## src/rtl/tx_arb_pkg.sv

```systemverilog
// Shared types for the two-requester UART transmit arbiter.
package tx_arb_pkg;

  localparam int BURST_W = 8;

  typedef enum logic [1:0] {
    IDLE    = 2'd0,
    BUSY    = 2'd1,
    RELEASE = 2'd2
  } state_t;

  typedef enum logic {
    GNT_M = 1'b0,
    GNT_S = 1'b1
  } grant_t;

endpackage

```

## src/rtl/tx_arb_fair.sv

```systemverilog
// Fairness helper: counts consecutive meter grants made while a status byte waits
// and asks for a status grant once MAX_BURST has been reached.
module tx_arb_fair
  import tx_arb_pkg::*;
#(
  parameter int MAX_BURST = 8
) (
  input  logic clk,
  input  logic rst,
  input  logic m_grant,
  input  logic s_grant,
  input  logic s_valid,
  input  logic in_idle,
  output logic force_s
);

  localparam logic [BURST_W-1:0] BURST_MAX = '1;
  localparam logic [BURST_W-1:0] BURST_LIM = BURST_W'(MAX_BURST);

  logic [BURST_W-1:0] burst_reg;

  always_ff @(posedge clk or posedge rst) begin
    if (rst) begin
      burst_reg <= '0;
    end else if (s_grant || (in_idle && !s_valid)) begin
      burst_reg <= '0;
    end else if (m_grant && s_valid && (burst_reg != BURST_MAX)) begin
      burst_reg <= burst_reg + 1'b1;
    end
  end

  assign force_s = (burst_reg == BURST_LIM);

endmodule

```

## src/rtl/tx_arb.sv

```systemverilog
// Meter/status arbiter feeding one byte at a time into the UART valid/ack handshake.
// Optional fairness limit on meter bursts is compiled in with TX_ARB_FAIR_EN.
module tx_arb
  import tx_arb_pkg::*;
#(
  parameter int MAX_BURST = 8
) (
  input  logic       clk,
  input  logic       rst,
  input  logic [7:0] m_data,
  input  logic       m_valid,
  output logic       m_ack,
  input  logic [7:0] s_data,
  input  logic       s_valid,
  output logic       s_ack,
  output logic [7:0] tx_data,
  output logic       tx_valid,
  input  logic       tx_ack,
  output logic       grant_s
);

  if ((MAX_BURST < 1) || (MAX_BURST > 255)) begin : g_bad_max_burst
    $error("tx_arb: MAX_BURST must lie in 1..255");
  end

  state_t     state_reg, state_next;
  grant_t     grant_reg, grant_next;
  logic [7:0] data_reg, data_next;
  logic       valid_reg, valid_next;
  logic       m_ack_reg, m_ack_next;
  logic       s_ack_reg, s_ack_next;

  logic in_idle;
  logic force_s;
  logic sel_m;
  logic sel_s;

  assign in_idle = (state_reg == IDLE);

`ifdef TX_ARB_FAIR_EN
  logic fair_force;

  tx_arb_fair #(
    .MAX_BURST (MAX_BURST)
  ) u_fair (
    .clk     (clk),
    .rst     (rst),
    .m_grant (in_idle && sel_m),
    .s_grant (in_idle && sel_s),
    .s_valid (s_valid),
    .in_idle (in_idle),
    .force_s (fair_force)
  );

  assign force_s = fair_force && m_valid && s_valid;
`else
  assign force_s = 1'b0;
`endif

  // Meter wins a tie unless the fairness limit has been hit.
  assign sel_s = s_valid && (!m_valid || force_s);
  assign sel_m = m_valid && !sel_s;

  always_ff @(posedge clk or posedge rst) begin
    if (rst) begin
      state_reg <= IDLE;
      grant_reg <= GNT_M;
      data_reg  <= 8'h00;
      valid_reg <= 1'b0;
      m_ack_reg <= 1'b0;
      s_ack_reg <= 1'b0;
    end else begin
      state_reg <= state_next;
      grant_reg <= grant_next;
      data_reg  <= data_next;
      valid_reg <= valid_next;
      m_ack_reg <= m_ack_next;
      s_ack_reg <= s_ack_next;
    end
  end

  always_comb begin
    state_next = state_reg;
    grant_next = grant_reg;
    data_next  = data_reg;
    valid_next = valid_reg;
    m_ack_next = 1'b0;
    s_ack_next = 1'b0;

    unique case (state_reg)
      IDLE: begin
        if (sel_m || sel_s) begin
          data_next  = sel_s ? s_data : m_data;
          grant_next = sel_s ? GNT_S : GNT_M;
          valid_next = 1'b1;
          state_next = BUSY;
        end
      end
      BUSY: begin
        // The ack goes to whoever was granted, even if it has since dropped valid.
        if (tx_ack) begin
          valid_next = 1'b0;
          m_ack_next = (grant_reg == GNT_M);
          s_ack_next = (grant_reg == GNT_S);
          state_next = RELEASE;
        end
      end
      RELEASE: begin
        state_next = IDLE;
      end
      default: begin
        state_next = IDLE;
        valid_next = 1'b0;
      end
    endcase
  end

  assign tx_data  = data_reg;
  assign tx_valid = valid_reg;
  assign m_ack    = m_ack_reg;
  assign s_ack    = s_ack_reg;
  assign grant_s  = (grant_reg == GNT_S);

endmodule

```

## config.mk

```make
export PLATFORM = sky130hd
export DESIGN_NAME = tx_arb
export DESIGN_NICKNAME = d
export VERILOG_FILES = /design/src/rtl/tx_arb_pkg.sv /design/src/rtl/tx_arb_fair.sv /design/src/rtl/tx_arb.sv
export SDC_FILE = /design/constraint.sdc
export NUM_CORES = 1
export LEC_CHECK = 0
export CAP_MARGIN = 5
export CORE_MARGIN = 5
export CORE_UTILIZATION = 35
export CTS_CLUSTER_SIZE = 24
export DETAILED_ROUTE_END_ITERATION = 7
export PLACE_DENSITY = 0.73
export SKIP_CTS_REPAIR_TIMING = 1
export SLEW_MARGIN = 20
export SYNTH_ARGS = -nofsm -noshare
export SYNTH_HDL_FRONTEND = slang
export SYNTH_HIERARCHICAL = 1
export SYNTH_SLANG_ARGS = --single-unit
```

## constraint.sdc

```tcl
create_clock -name clk -period 1.2 [get_ports clk]
set_input_delay 0.3 -clock clk [delete_from_list [all_inputs] [get_ports clk]]
set_output_delay 0.3 -clock clk [all_outputs]
set_load 0.01 [all_outputs]
```

After elaboration in Yosys (flattened, before gate mapping)
Index checks and enable logic that the tools add are counted.

Output and inout port bits: 12. Register bits after elaboration: 14. Bits of input ports: 21. Logic and storage cells: 33.

Mux-type cells: 12. Reduce and logical (&&, ||, !) cells: 9. Equal/unequal tests: 4. Bitwise logic cells: 2.

Operators by type and width (number): 2-to-1 mux 8 bit (1); 2-to-1 mux 1 bit (7); 2-to-1 mux 2 bit (2); case mux 2 bit (2 select lines) (1); AND reduction 2 bit (2); case mux 1 bit (3 select lines) (1); AND reduction 3 bit (1); equality test 2 x 1 -> 1 bit, second input constant (1); equality test 2 bit, second input constant (1); logical AND 1 bit (2); zero test 1 bit (2); zero test 2 bit (1); != test 2 x 1 -> 1 bit, second input constant (1); != test 2 bit, second input constant (1); NOT 1 bit (2); logical OR 1 bit (1).

Logic depth before layout (Yosys ltp)
Depth after elaboration: 7. Mapped depth: 4.

Worst setup path after synthesis
Ideal clock, no wire load.

Path type: flip-flop to flip-flop. Start point: register state_reg[1]. End point: register data_reg[0] (netlist: tx_data[0]). Arrival: 1143 ps. Path slack: -68 ps. Stages on the path, launching flop included: 5. Period minus slack after synthesis: 1268 ps. Cells stage by stage: dfrtp_1 > nor2_1 > o21a_1 > buf_4 > mux2_4.

Word-level cells in the longest chain between the ends: 2.

RTL lines: start: declaration (line tx_arb.sv:26) `state_t state_reg, state_next;`; start signal: assignment (line tx_arb.sv:73) `state_reg <= state_next;`; zero test 2 bit (line tx_arb.sv:90) `unique case (state_reg)`; AND reduction 2 bit (no source line); end signal: assignment (line tx_arb.sv:75) `data_reg <= data_next;`; end: declaration (line tx_arb.sv:28) `logic [7:0] data_reg, data_next;`.

Every way passes these cells. A chain may end at the register's enable or synchronous reset.

Final worst setup path
Start point: register state_reg[1]. End point: register data_reg[1] (netlist: tx_data[1]).

The elaborated chain is that of the path after synthesis.

==> results.json <==
{
  "wire_per_inst_um": 14.4,
  "number_of_distinct_library_cells_after_synthesis": 15,
  "required_ps": 1370,
  "half_perimeter_wire_length_of_the_detailed_placement_result_um": 1240,
  "cellPowerDensity_nw_per_um2": 1980,
  "cts_buf_count": 3,
  "antenna_found_initial": 0,
  "timing.reg2reg.worst_path_depth": 4,
  "track_usage_pct": 10.5,
  "design.portCount": 33,
  "timing.critical_path.depth": 4,
  "cp-start-kind": "register",
  "detail_route.drc_violations": 0,
  "first_pass_iters": 2,
  "worst_slew_pin_slew_ps": 176,
  "die_w_um": 54.3,
  "yosys_register_bits": 14,
  "cts_tree": "yes",
  "endpoint_kind": "register",
  "netlist_instances": 45,
  "grt_setup_unrepaired": "true",
  "clock_latency_ps": 280,
  "summed_area_of_non_filler_cells_in_the_final_layout_um2": 1230,
  "largest_register_ff_count": 8,
  "first_iter_violations": 1,
  "time_the_final_worst_path_needs_with_i_o_delays_and_setup_ps": 1270,
  "synth_warnings": 6,
  "synthFlopType": "sky130_fd_sc_hd__dfrtp_1",
  "maxSlewHeadroom_pct": 88.3,
  "num-nets-final": 112,
  "worstHoldPathType": "input port to asynchronous set/reset pin",
  "ctsHtreeMaxLevel": 1,
  "dpl-instance-area_um2": 1100,
  "timing.critical_path.slowest_cell_delay_ps": 420,
  "syn-num-nets": 66,
  "synth.cell_area_um2": 688,
  "critical_path.reg2reg.endpoint": "tx_data[1]$_DFFE_PP0P_",
  "violations_in_the_final_reports": "negative setup slack",
  "drv_slew": 0,
  "first_global_vias": 483,
  "initial_core_utilization_pct": 35.8,
  "max_clock_freq_mhz": 787,
  "number_of_flops_mapped_to_enable_cells_by_yosys": 0,
  "global_route.overflow_total": 0,
  "ys_async_sr_fraction_pct": 100,
  "fin_ws_ps": -69.9,
  "slowest_stage": "sky130_fd_sc_hd__dfrtp_1",
  "drive_gt1_share_pct": 37.1,
  "clock-skew-final_ps": 1.50,
  "seqCellArea_um2": 350,
  "cts_root_buf": "sky130_fd_sc_hd__clkbuf_4",
  "drt-vias-per-instance": 4.44,
  "clk_transition_reported_paths_ps": 80,
  "postRouteAntennaNets": 0,
  "vdd_drop_max_v": 0.000891,
  "sequential_to_total_area_share_from_yosys_stat_pct": 50.9,
  "layoutNonFillerInstCount": 116,
  "floorplan.die.height_um": 54.3,
  "crit_type": "register to register",
  "finalHoldViolCount": 0,
  "regToRegStartpoint": "state_reg[1]$_DFFE_PP0P_",
  "ff2ff_setup_slack_ps": -70,
  "syn_avg_cell_area_um2": 15.3,
  "cap_viol_max_count": 0,
  "path_max_fanout": 4,
  "place_congestion": 0.686,
  "vias": 515,
  "clock_sinks": 14,
  "p_leak_nw": 0.685,
  "cp_top_family": "flip-flops",
  "run_status": "complete, but fails checks",
  "crit_path_cell_trace": "nor2_4, o21a_4, clkbuf_16, mux2_4",
  "final_min_period_over_clock_period_pct": 106,
  "cts.path.max_buffers": 2,
  "num_antenna_cells": 0,
  "wirelength_um": 1670,
  "fillerInstances": 166,
  "wire_length_of_the_first_global_routing_pass_um": 2100,
  "numPlacedInstances": 108,
  "grt_max_degree": 15,
  "port_buffers": 32,
  "arrival_ps": 1440,
  "multiInputGateArea_um2": 338,
  "std_cell_core_area_um2": 1920,
  "area.growth.synth_to_final_pct": 78.5,
  "setup-violations-final": 9,
  "path_buf_inv": 1,
  "std_cell_rows": 16,
  "floorplan.die_area_um2": 2950
}
-- per-stage QoR --
stage | worst slack (ps) | hold slack (ps) | utilization (%) | power (mW) | setup TNS (ps)
after global placement | -542 | 460 | 57.4 | 2.00 | -5060
final | -69.9 | 303 | 63.9 | 2.43 | -447
after floorplan | -22.3 | 189 | - | 1.43 | -178
after CTS | -300 | 310 | 58.6 | 2.29 | -5560
after detailed placement | -568 | 465 | 57.4 | 2.03 | -5270
after global routing | -113 | 312 | 63.9 | 2.57 | -792
-- kinds of logic (layout without fill, tap and decap cells) --
| logic type | after synthesis | count (layout) | synth area share (%) |
|---|---|---|---|
| AND/OR/NAND/NOR | 7 | 7 | 6.55 |
| buffers and inverters | 3 | 47 | 3.27 |
| AO/OA/AOI/OAI | 5 | 5 | 4.36 |
| flip-flops | 14 | 14 | 50.9 |
| multiplexers | 16 | 16 | 34.9 |
-- cell usage in the layout, fill, tap and decap left out, types with 2 or more instances in the layout --
cell / instances
sky130_fd_sc_hd__clkdlybuf4s50_1: 18
sky130_fd_sc_hd__mux2_4: 16
sky130_fd_sc_hd__dfrtp_1: 14
sky130_fd_sc_hd__dlymetal6s2s_1: 14
sky130_fd_sc_hd__buf_4: 8
sky130_fd_sc_hd__clkbuf_4: 3
sky130_fd_sc_hd__a21oi_1: 2
sky130_fd_sc_hd__buf_12: 2
-- worst max-delay path by stage --
stage,from,endpoint,slack (ps)
after floorplan,s_valid,tx_data[0]$_DFFE_PP0P_,-20
after global placement,s_valid,tx_data[7]$_DFFE_PP0P_,-540
after detailed placement,s_valid,tx_data[5]$_DFFE_PP0P_,-570
after CTS,tx_data[5]$_DFFE_PP0P_,tx_data[5],-300
after global routing,state_reg[1]$_DFFE_PP0P_,tx_data[1]$_DFFE_PP0P_,-110
final,state_reg[1]$_DFFE_PP0P_,tx_data[1]$_DFFE_PP0P_,-70
-- synth_stat cells, drive strengths merged (2+ instances only) --
master / count / area share [%]
dfrtp: 14 / 51
mux2: 16 / 35
buf: 2 / 2.7
nor2b: 2 / 1.8
a21oi: 2 / 1.5
-- tightest hold or removal path: cells and delay by family --
kind / cells / cell delay, ps
buffers and inverters: 3 / 640
-- area by class of cell --
class / instances / area share [%]
Timing Repair Buffer: 43 / 39.1
Sequential cell: 14 / 28.5
Inverter: 1 / 0.305
Multi-Input combinational cell: 28 / 27.5
Tap cell: 27 / 2.75
Clock buffer: 3 / 1.83
-- where the power goes --
part / switching [mW] / internal [mW] / leakage (nW) / total (mW)
Clock: 0.147 / 0.116 / 0.0138 / 0.263
Sequential: 0.122 / 0.688 / 0.168 / 0.809
Combinational: 0.445 / 0.910 / 0.503 / 1.36
Total: 0.714 / 1.71 / 0.685 / 2.43
-- layer usage --
metal / GRT usage, % / vias up / routed length (um)
met4: 7.47 / 0 / 44
li1: - / 244 / -
met1: 9.95 / 251 / 564
met3: 1.63 / 4 / 66
met5: 0 / - / 0
met2: 19.9 / 16 / 992
No activity file was read; power rests on OpenSTA's default activity.
